**src/rtl/cpwbuf_pkg.sv**
```systemverilog
// Shared types and constants for the halfword-to-SDRAM write buffer.
// Holds the burst FSM encoding and the flush pad value.
package cpwbuf_pkg;

    typedef enum logic {
        IDLE = 1'b0,
        XFER = 1'b1
    } state_t;

    localparam logic [15:0] PAD = 16'hFFFF;

endpackage

```
**src/rtl/cpwbuf_fifo.sv**
```systemverilog
// Register FIFO of packed 64-bit words, head visible with no latency.
// Contents are not reset; only pointers and occupancy are.
module cpwbuf_fifo #(
    parameter int AW = 4,
    parameter int W  = 64
) (
    input  logic         clock,
    input  logic         reset,
    input  logic         push,
    input  logic [W-1:0] din,
    input  logic         pop,
    output logic [AW:0]  count,
    output logic         full,
    output logic         empty,
    output logic [W-1:0] head
);

    localparam int N = 1 << AW;

    logic [W-1:0]  mem [N];
    logic [AW-1:0] wp;
    logic [AW-1:0] rp;
    logic          do_push;
    logic          do_pop;

    assign full    = (count == (AW+1)'(N));
    assign empty   = (count == '0);
    assign do_push = push && !full;
    assign do_pop  = pop && !empty;
    assign head    = mem[rp];

    // Storage write; data registers carry no reset.
    always_ff @(posedge clock) begin
        if (do_push)
            mem[wp] <= din;
    end

    // Pointers wrap naturally; simultaneous push/pop keeps count.
    always_ff @(posedge clock) begin
        if (reset) begin
            wp    <= '0;
            rp    <= '0;
            count <= '0;
        end else begin
            if (do_push)
                wp <= wp + 1'b1;
            if (do_pop)
                rp <= rp + 1'b1;
            case ({do_push, do_pop})
                2'b10:   count <= count + 1'b1;
                2'b01:   count <= count - 1'b1;
                default: count <= count;
            endcase
        end
    end

endmodule

```
**src/rtl/cpwbuf.sv**
```systemverilog
// Packs 16-bit halfwords into 64-bit words and drains them in bursts.
// Packer, flush control and burst FSM live here; storage is cpwbuf_fifo.
module cpwbuf
    import cpwbuf_pkg::*;
#(
    parameter int DEPTH_LOG2 = 4,
    parameter int BURST      = 4
) (
    input  logic        clock,
    input  logic        reset,
    input  logic        wr,
    input  logic [15:0] data,
    input  logic        flush,
    output logic        full,
    output logic        busy,
    output logic        overflow,
    output logic        req,
    input  logic        rd,
    output logic [63:0] q,
    output logic        last
);

    localparam logic [DEPTH_LOG2:0] BURST_C = (DEPTH_LOG2+1)'(BURST);

    state_t                state;
    state_t                state_nxt;
    logic [1:0]            idx;
    logic [47:0]           hold;
    logic [DEPTH_LOG2:0]   count;
    logic [DEPTH_LOG2:0]   bcnt;
    logic                  fifo_empty;
    logic                  accept;
    logic                  pad;
    logic                  push;
    logic                  pop;
    logic [63:0]           din;

    assign accept = wr && !full && !busy;
    assign pad    = busy && (idx != 2'd0) && !full;
    assign push   = (accept && idx == 2'd3) || pad;
    assign pop    = rd && (state == XFER);
    assign req    = (state == XFER);
    assign last   = req && (bcnt == (DEPTH_LOG2+1)'(1));

    cpwbuf_fifo #(
        .AW (DEPTH_LOG2),
        .W  (64)
    ) u_fifo (
        .clock (clock),
        .reset (reset),
        .push  (push),
        .din   (din),
        .pop   (pop),
        .count (count),
        .full  (full),
        .empty (fifo_empty),
        .head  (q)
    );

    // Word to push: completed group, or partial group padded on flush.
    always_comb begin
        din = {data, hold};
        if (pad) begin
            case (idx)
                2'd1:    din = {PAD, PAD, PAD, hold[15:0]};
                2'd2:    din = {PAD, PAD, hold[31:0]};
                2'd3:    din = {PAD, hold[47:0]};
                default: din = {data, hold};
            endcase
        end
    end

    // Packer: collect the first three halfwords, fourth completes a word.
    always_ff @(posedge clock) begin
        if (reset) begin
            idx <= 2'd0;
        end else if (accept) begin
            case (idx)
                2'd0:    hold[15:0]  <= data;
                2'd1:    hold[31:16] <= data;
                2'd2:    hold[47:32] <= data;
                default: hold        <= hold;
            endcase
            idx <= idx + 2'd1;
        end else if (pad) begin
            idx <= 2'd0;
        end
    end

    // Flush tracking and sticky drop flag; a flush with nothing held is a no-op.
    always_ff @(posedge clock) begin
        if (reset) begin
            busy     <= 1'b0;
            overflow <= 1'b0;
        end else begin
            if (wr && !accept)
                overflow <= 1'b1;
            if (!busy) begin
                if (flush && (idx != 2'd0 || count != '0 ||
                              state != IDLE || accept))
                    busy <= 1'b1;
            end else if (idx == 2'd0 && fifo_empty && state == IDLE) begin
                busy <= 1'b0;
            end
        end
    end

    // Burst state register.
    always_ff @(posedge clock) begin
        if (reset)
            state <= IDLE;
        else
            state <= state_nxt;
    end

    // A flush waits for the padded word so the tail drains as one burst.
    always_comb begin
        state_nxt = state;
        unique case (state)
            IDLE: begin
                if (count >= BURST_C ||
                    (busy && idx == 2'd0 && !fifo_empty))
                    state_nxt = XFER;
            end
            XFER: begin
                if (rd && last)
                    state_nxt = IDLE;
            end
        endcase
    end

    // Burst length latched on entry, counted down per pop.
    always_ff @(posedge clock) begin
        if (reset)
            bcnt <= '0;
        else if (state == IDLE && state_nxt == XFER)
            bcnt <= (count < BURST_C) ? count : BURST_C;
        else if (pop)
            bcnt <= bcnt - 1'b1;
    end

endmodule
```
**config.mk**
```make
export PLATFORM = sky130hd
export DESIGN_NAME = cpwbuf
export DESIGN_NICKNAME = d
export VERILOG_FILES = /design/src/rtl/cpwbuf_pkg.sv /design/src/rtl/cpwbuf_fifo.sv /design/src/rtl/cpwbuf.sv
export SDC_FILE = /design/constraint.sdc
export NUM_CORES = 1
export LEC_CHECK = 0
export ABC_CLOCK_PERIOD_IN_PS = 7510
export BUFFER_PORTS_ARGS = -buffer_cell sky130_fd_sc_hd__buf_2
export CORE_MARGIN = 2
export CORE_UTILIZATION = 67
export CTS_CLUSTER_SIZE = 14
export DETAILED_ROUTE_END_ITERATION = 7
export GPL_ROUTABILITY_DRIVEN = 0
export PLACE_DENSITY_LB_ADDON = 0.25
export SLEW_MARGIN = 20
export SYNTH_ARGS = -nofsm -noshare
export SYNTH_HDL_FRONTEND = slang
export SYNTH_SLANG_ARGS = --single-unit
```
**constraint.sdc**
```tcl
create_clock -name clock -period 7.51 [get_ports clock]
set_clock_uncertainty 0.05 [all_clocks]
set_input_delay 1.1265 -clock clock [delete_from_list [all_inputs] [get_ports clock]]
set_output_delay 1.1265 -clock clock [all_outputs]
set_load 0.005 [all_outputs]
```
==> reports/qor.yml, run 1 <==
io_pins: 90
synth_top_area_share_pct: 77.4
ys_seq_area_share_pct: 78.7
min_period_ps: 4830
ys_warn_count: 0
cpLargestDelayFamily: "buffers and inverters"
place_area_sq_um: 43200
ys_types: 51
start_kind: "flop"
grt_usage_pct: 31.5
num_vias: 20500
cp.required_ps: 6330
end_kind: "output port"
final_core_util_pct: 75.1
clock_path_buffers: 3
place.port_buffers: 89
avgSynthCellArea_sq_um: 22.2
p_leak_nw: 14.5
path_class: "reg2out"
p_per_area_nw_per_um2: 258
drt_iter0_drc: 2939
cts-root-buf: "clkbuf_16"
drc: 0
clkLatencyLatePin_ps: 670
ant_nets: 0
path_max_fanout: 42
hold_buffers: 0
rr_endpoint: "u_fifo.mem[2][55]$_DFFE_PP_"
routedWlPerCell_um: 33.3
viasPerCell: 6.99
grt_max_degree: 146
seqCellArea_sq_um: 32700
worst-path-buf-inv: 2
ys_ff_latch: 1099
slew_headroom_pct: 22.5
pre_cts_slack_ps: 3380
crit_chain: "buf_4 > mux4_2 > a22oi_1 > nand2_1 > buf_2"
grt_pass1_wl_mm: 141
layout.nets: 2048
grt_pass1_vias: 21000
area_growth_pct: 11.2
synthArstFlopShare_pct: 0
drive_gt1_share_pct: 27.2
r2r-start: "idx[1]$_SDFFE_PP0P_"
synthTopCellsByArea: "edfxtp_1 77%, mux4_2 14%, a22oi_1 2.3%"
ys.flop_type: "edfxtp_1"
n_fill_cell: 3180
core_sq_um: 61600
drtPass1Iterations: 5
dpl.hpwl_mm: 45.0
hold_path.class: "reg2reg"
worst_r2r_path_depth: 7
mappedNetlistNets: 1911
final_hold_viol_count: 0
max_freq_ghz: 0.207
cts_tree: "yes"
die_h_um: 253
die_area_sq_um: 64100
power_mw: 12.0
slew_viol_final: 0
cp_slowest_stage_delay_ps: 950
cts_resized: 0
multi_input_area_sq_um: 8450
clkTransAtPathRegs_ps: 60
setup_ws_ps: 2680
final_common_cell: "edfxtp_1"
start_util_pct: 67.5
vdd.ir_drop.worst_uv: 212
whs_ps: 426
syn_inst: 1875
fin_tns_setup_ps: 0
overflow: 0
min-delay-start: "overflow$_SDFFE_PP0P_"
grt_setup_unrepaired: "no"
ctsHtreeMaxLevel: 3
design_area_sq_um: 46300
instances_no_fill: 2930
syn_area_sq_um: 41600
yosysTopAreaCell: "edfxtp_1"
cts_num_sinks: 1099
drv_cap: 0
synth_edf_count: 1072
post-cts-setup-buffers: 0
worst_ep_arrival_time_ps: 3660
finalSetupViolCount: 0
rows: 91
cts_buffers: 102
cpMaxStageDelayCell: "dfxtp_4"
path_depth: 5
final_cell_mix: "1072 x edfxtp_1, 256 x mux4_2, 128 x a22oi_1, 102 x clkbuf_16, 89 x buf_2"
whs_path_depth: 2
fp.dieW_um: 253
wl_mm: 97.6
placedCellCount: 2744
worst_pin_slew_ps: 1160
min_delay_worst_endpoint: "overflow$_SDFFE_PP0P_"
outcome: "finished, final reports clean"
regToRegSetupSlack_ps: 3600
fin_crit_sh_pct: 64.3
antenna_found_initial: 6
==> where the power goes <==
group          switching [mW]  internal [mW]
sequential             0.0381           6.80
combinational           0.207         0.0823
clock                    2.18           2.65
==> cell type report <==
class | count | area share, %
Sequential cell | 1099 | 70.8
Multi-Input combinational cell | 646 | 18.3
Clock buffer | 134 | 5.82
Tap cell | 837 | 2.26
Timing Repair Buffer | 133 | 1.89
Clock inverter | 49 | 0.754
Inverter | 30 | 0.243
Antenna cell | 2 | 0.0108
==> worst min-delay path: cells and delay by family, from the launching register on <==
kind,cells,cell delay [ps]
DFF,1,330
and+or+nand+nor,1,70
AOI/OAI and AO/OA,1,40
==> cells in the mapped netlist (all sizes together), types with 2 or more instances <==
cell type	number
nor3	5
edfxtp	1072
mux2i	3
clkbuf	59
nand3b	2
or3	2
a211oi	5
a21oi	8
nand4	3
o21a	2
and2	14
nor4	5
nand4b	2
a211o	2
nor2b	4
dfxtp	27
a21o	17
or4b	2
xor2	2
or2	16
nor3b	4
mux4	256
nand2b	6
a221oi	2
nor2	22
o21ai	20
nand3	4
nand2	71
ha	15
a22oi	129
buf	41
xnor2	10
inv	30
==> registers in the layout, summed over array words and instances (netlist names), named ones only <==
signal / flops
bcnt: 5
busy: 1
hold: 48
idx: 2
overflow: 1
req: 1
u_fifo.count: 5
u_fifo.mem: 1024
u_fifo.rp: 4
u_fifo.wp: 4
==> kinds of logic after synthesis <==
kind of cell	Yosys count	synth area share, %
buffers and inverters	130	1.27
flip-flops	1099	78.7
multiplexers	259	13.9
adder cells (fa/ha/maj)	15	0.451
AO/OA/AOI/OAI	194	3.39
AND/OR/NAND/NOR	166	2.02
XOR/XNOR	12	0.253
==> layer usage <==
metal  vias up  global-route usage [%]  routed length, um  part of all wire, %
li1       8162                       -                  -                    -
met1     10700                    42.1              34400                   35
met2      1394                    51.8              49100                   50
met3       255                    6.71              10200                   10
met4         6                    12.7               3820                  3.9
met5         -                       0                 43                0.044
==> worst max-delay path by stage <==
stage,startpoint,end,slack (ps)
CTS,flop,q[2],2630
finish,flop,q[2],2680
global route,flop,q[2],2380
floorplan,wr,u_fifo.mem[10][0]$_DFFE_PP_,2540
detailed placement,flop,q[2],3380
global placement,flop,q[2],3370
(Power assumes the default switching activity.)
==> run 2: changes to the inputs <==
- ABC_CLOCK_PERIOD_IN_PS: 7510 -> 4370
- CORE_UTILIZATION: 67 -> 56
- clock period: 7.51 -> 4.37 ns (I/O delays scaled with it)
==> run 2 against run 1 <==
Compared with the run above: clock power rose by 81%; critical path depth did not move; hold slack got worse by 220 ps; core utilization fell by 11 points; via count fell by 3.2%; final cell count rose by 5.5%; critical path type unchanged; first-iteration DRC count fell by 29%; clock-buffer cell count fell by 2.
==> reports/qor.yml, run 2 (synthesis gave the netlist of run 1 again) <==
place_area_sq_um: 43700
final_hold_viol_count: 0
fp.dieW_um: 277
clkTransAtPathRegs_ps: 60
final_common_cell: "edfxtp_1"
core_sq_um: 73200
cts_num_sinks: 1099
final_cell_mix: "1072 x edfxtp_1, 256 x mux4_2, 128 x a22oi_1, 110 x clkbuf_16, 89 x buf_2"
design_area_sq_um: 47000
overflow: 0
post-cts-setup-buffers: 0
power_mw: 21.0
slew_viol_final: 0
grt_max_degree: 86
wl_mm: 91.1
worst_pin_slew_ps: 943
path_class: "reg2out"
p_per_area_nw_per_um2: 446
hold_path.class: "in2reg"
setup_ws_ps: 609
cp.required_ps: 3660
area_growth_pct: 13.1
top_register: "u_fifo.mem"
start_util_pct: 56.8
fin_crit_sh_pct: 86.1
placedCellCount: 2888
viasPerCell: 6.42
grt_usage_pct: 24.2
drt_iter0_drc: 2078
drive_gt1_share_pct: 28.6
grt_pass1_wl_mm: 135
cts_resized: 0
io_pins: 90
largest_reg_flops: 1024
reg_top3: "u_fifo.mem: 1024 flops, hold: 48 flops"
outcome: "finished, final reports clean"
cts_tree: "yes"
whs_ps: 207
path_max_fanout: 52
num_vias: 19800
finalSetupViolCount: 0
cts-root-buf: "clkbuf_16"
ctsHtreeMaxLevel: 3
instances_no_fill: 3090
end_kind: "output port"
place.port_buffers: 89
layout.nets: 2075
die_area_sq_um: 76500
cts_buffers: 108
max_freq_ghz: 0.266
grt_setup_unrepaired: "no"
clkLatencyLatePin_ps: 680
drc: 0
worst_ep_arrival_time_ps: 3060
dpl.hpwl_mm: 48.3
clock_path_buffers: 3
ant_nets: 0
drv_cap: 0
grt_pass1_vias: 20600
die_h_um: 277
p_leak_nw: 14.8
pre_cts_slack_ps: 1110
antenna_found_initial: 6
slew_headroom_pct: 36.7
start_kind: "flop"
routedWlPerCell_um: 29.5
vdd.ir_drop.worst_uv: 386
min_period_ps: 3760
rows: 99
hold_buffers: 0
drtPass1Iterations: 7
run 2: worst paths after layout:
path                                       startpoint  depth (start not counted)  slack [ps]                     endpoint
worst max-delay path                             flop                          5         610                        q[32]
worst min-delay path                               rd                          2         210               req$_SDFF_PP0_
worst max register to register    idx[0]$_SDFFE_PP0P_                          7        1090  u_fifo.mem[2][57]$_DFFE_PP_
worst min register to register  overflow$_SDFFE_PP0P_                          2         430        overflow$_SDFFE_PP0P_
run 2: layer usage:
metal  vias to the layer above  part of all wire [%]  routed length [um]  GRT usage (%)
met4                         0                   2.3                2060           7.01
met5                         -                     0                   0              0
met1                     10600                    39               35800           33.0
li1                       8246                     -                   -              -
met2                       848                    51               46500           40.3
met3                       129                   7.4                6770           4.63
run 2: metrics by stage:
step	utilization (%)	TNS [ps]
4_1_cts	64.2	0
3_5_place_dp	59.7	0
5_1_grt	64.2	0
6_report	64.3	0
3_3_place_gp	59.7	0
2_1_floorplan	-	-55350
run 2: power breakdown:
group | total, mW | internal, mW | switching (mW)
clock network | 8.74 | 4.92 | 3.82
registers | 11.7 | 11.7 | 0.0608
logic | 0.489 | 0.146 | 0.342
total | 21.0 | 16.7 | 4.22
run 2: critical path, cell delays in order, from the launching register on:
cell,delay [ps]
dfxtp_4,780
buf_12,450
mux4_2,560
a22oi_1,250
nand2_1,140
buf_2,150
run 2: final cells by class:
cell class | instances | area, sq um
clock inverter | 67 | 487
tap | 959 | 1200
fill | 4758 | 26200
inverter | 30 | 113
multi-input combinational | 646 | 8440
sequential | 1099 | 32700
timing repair buffer | 154 | 1210
clock buffer | 132 | 2850
antenna | 3 | 7.51
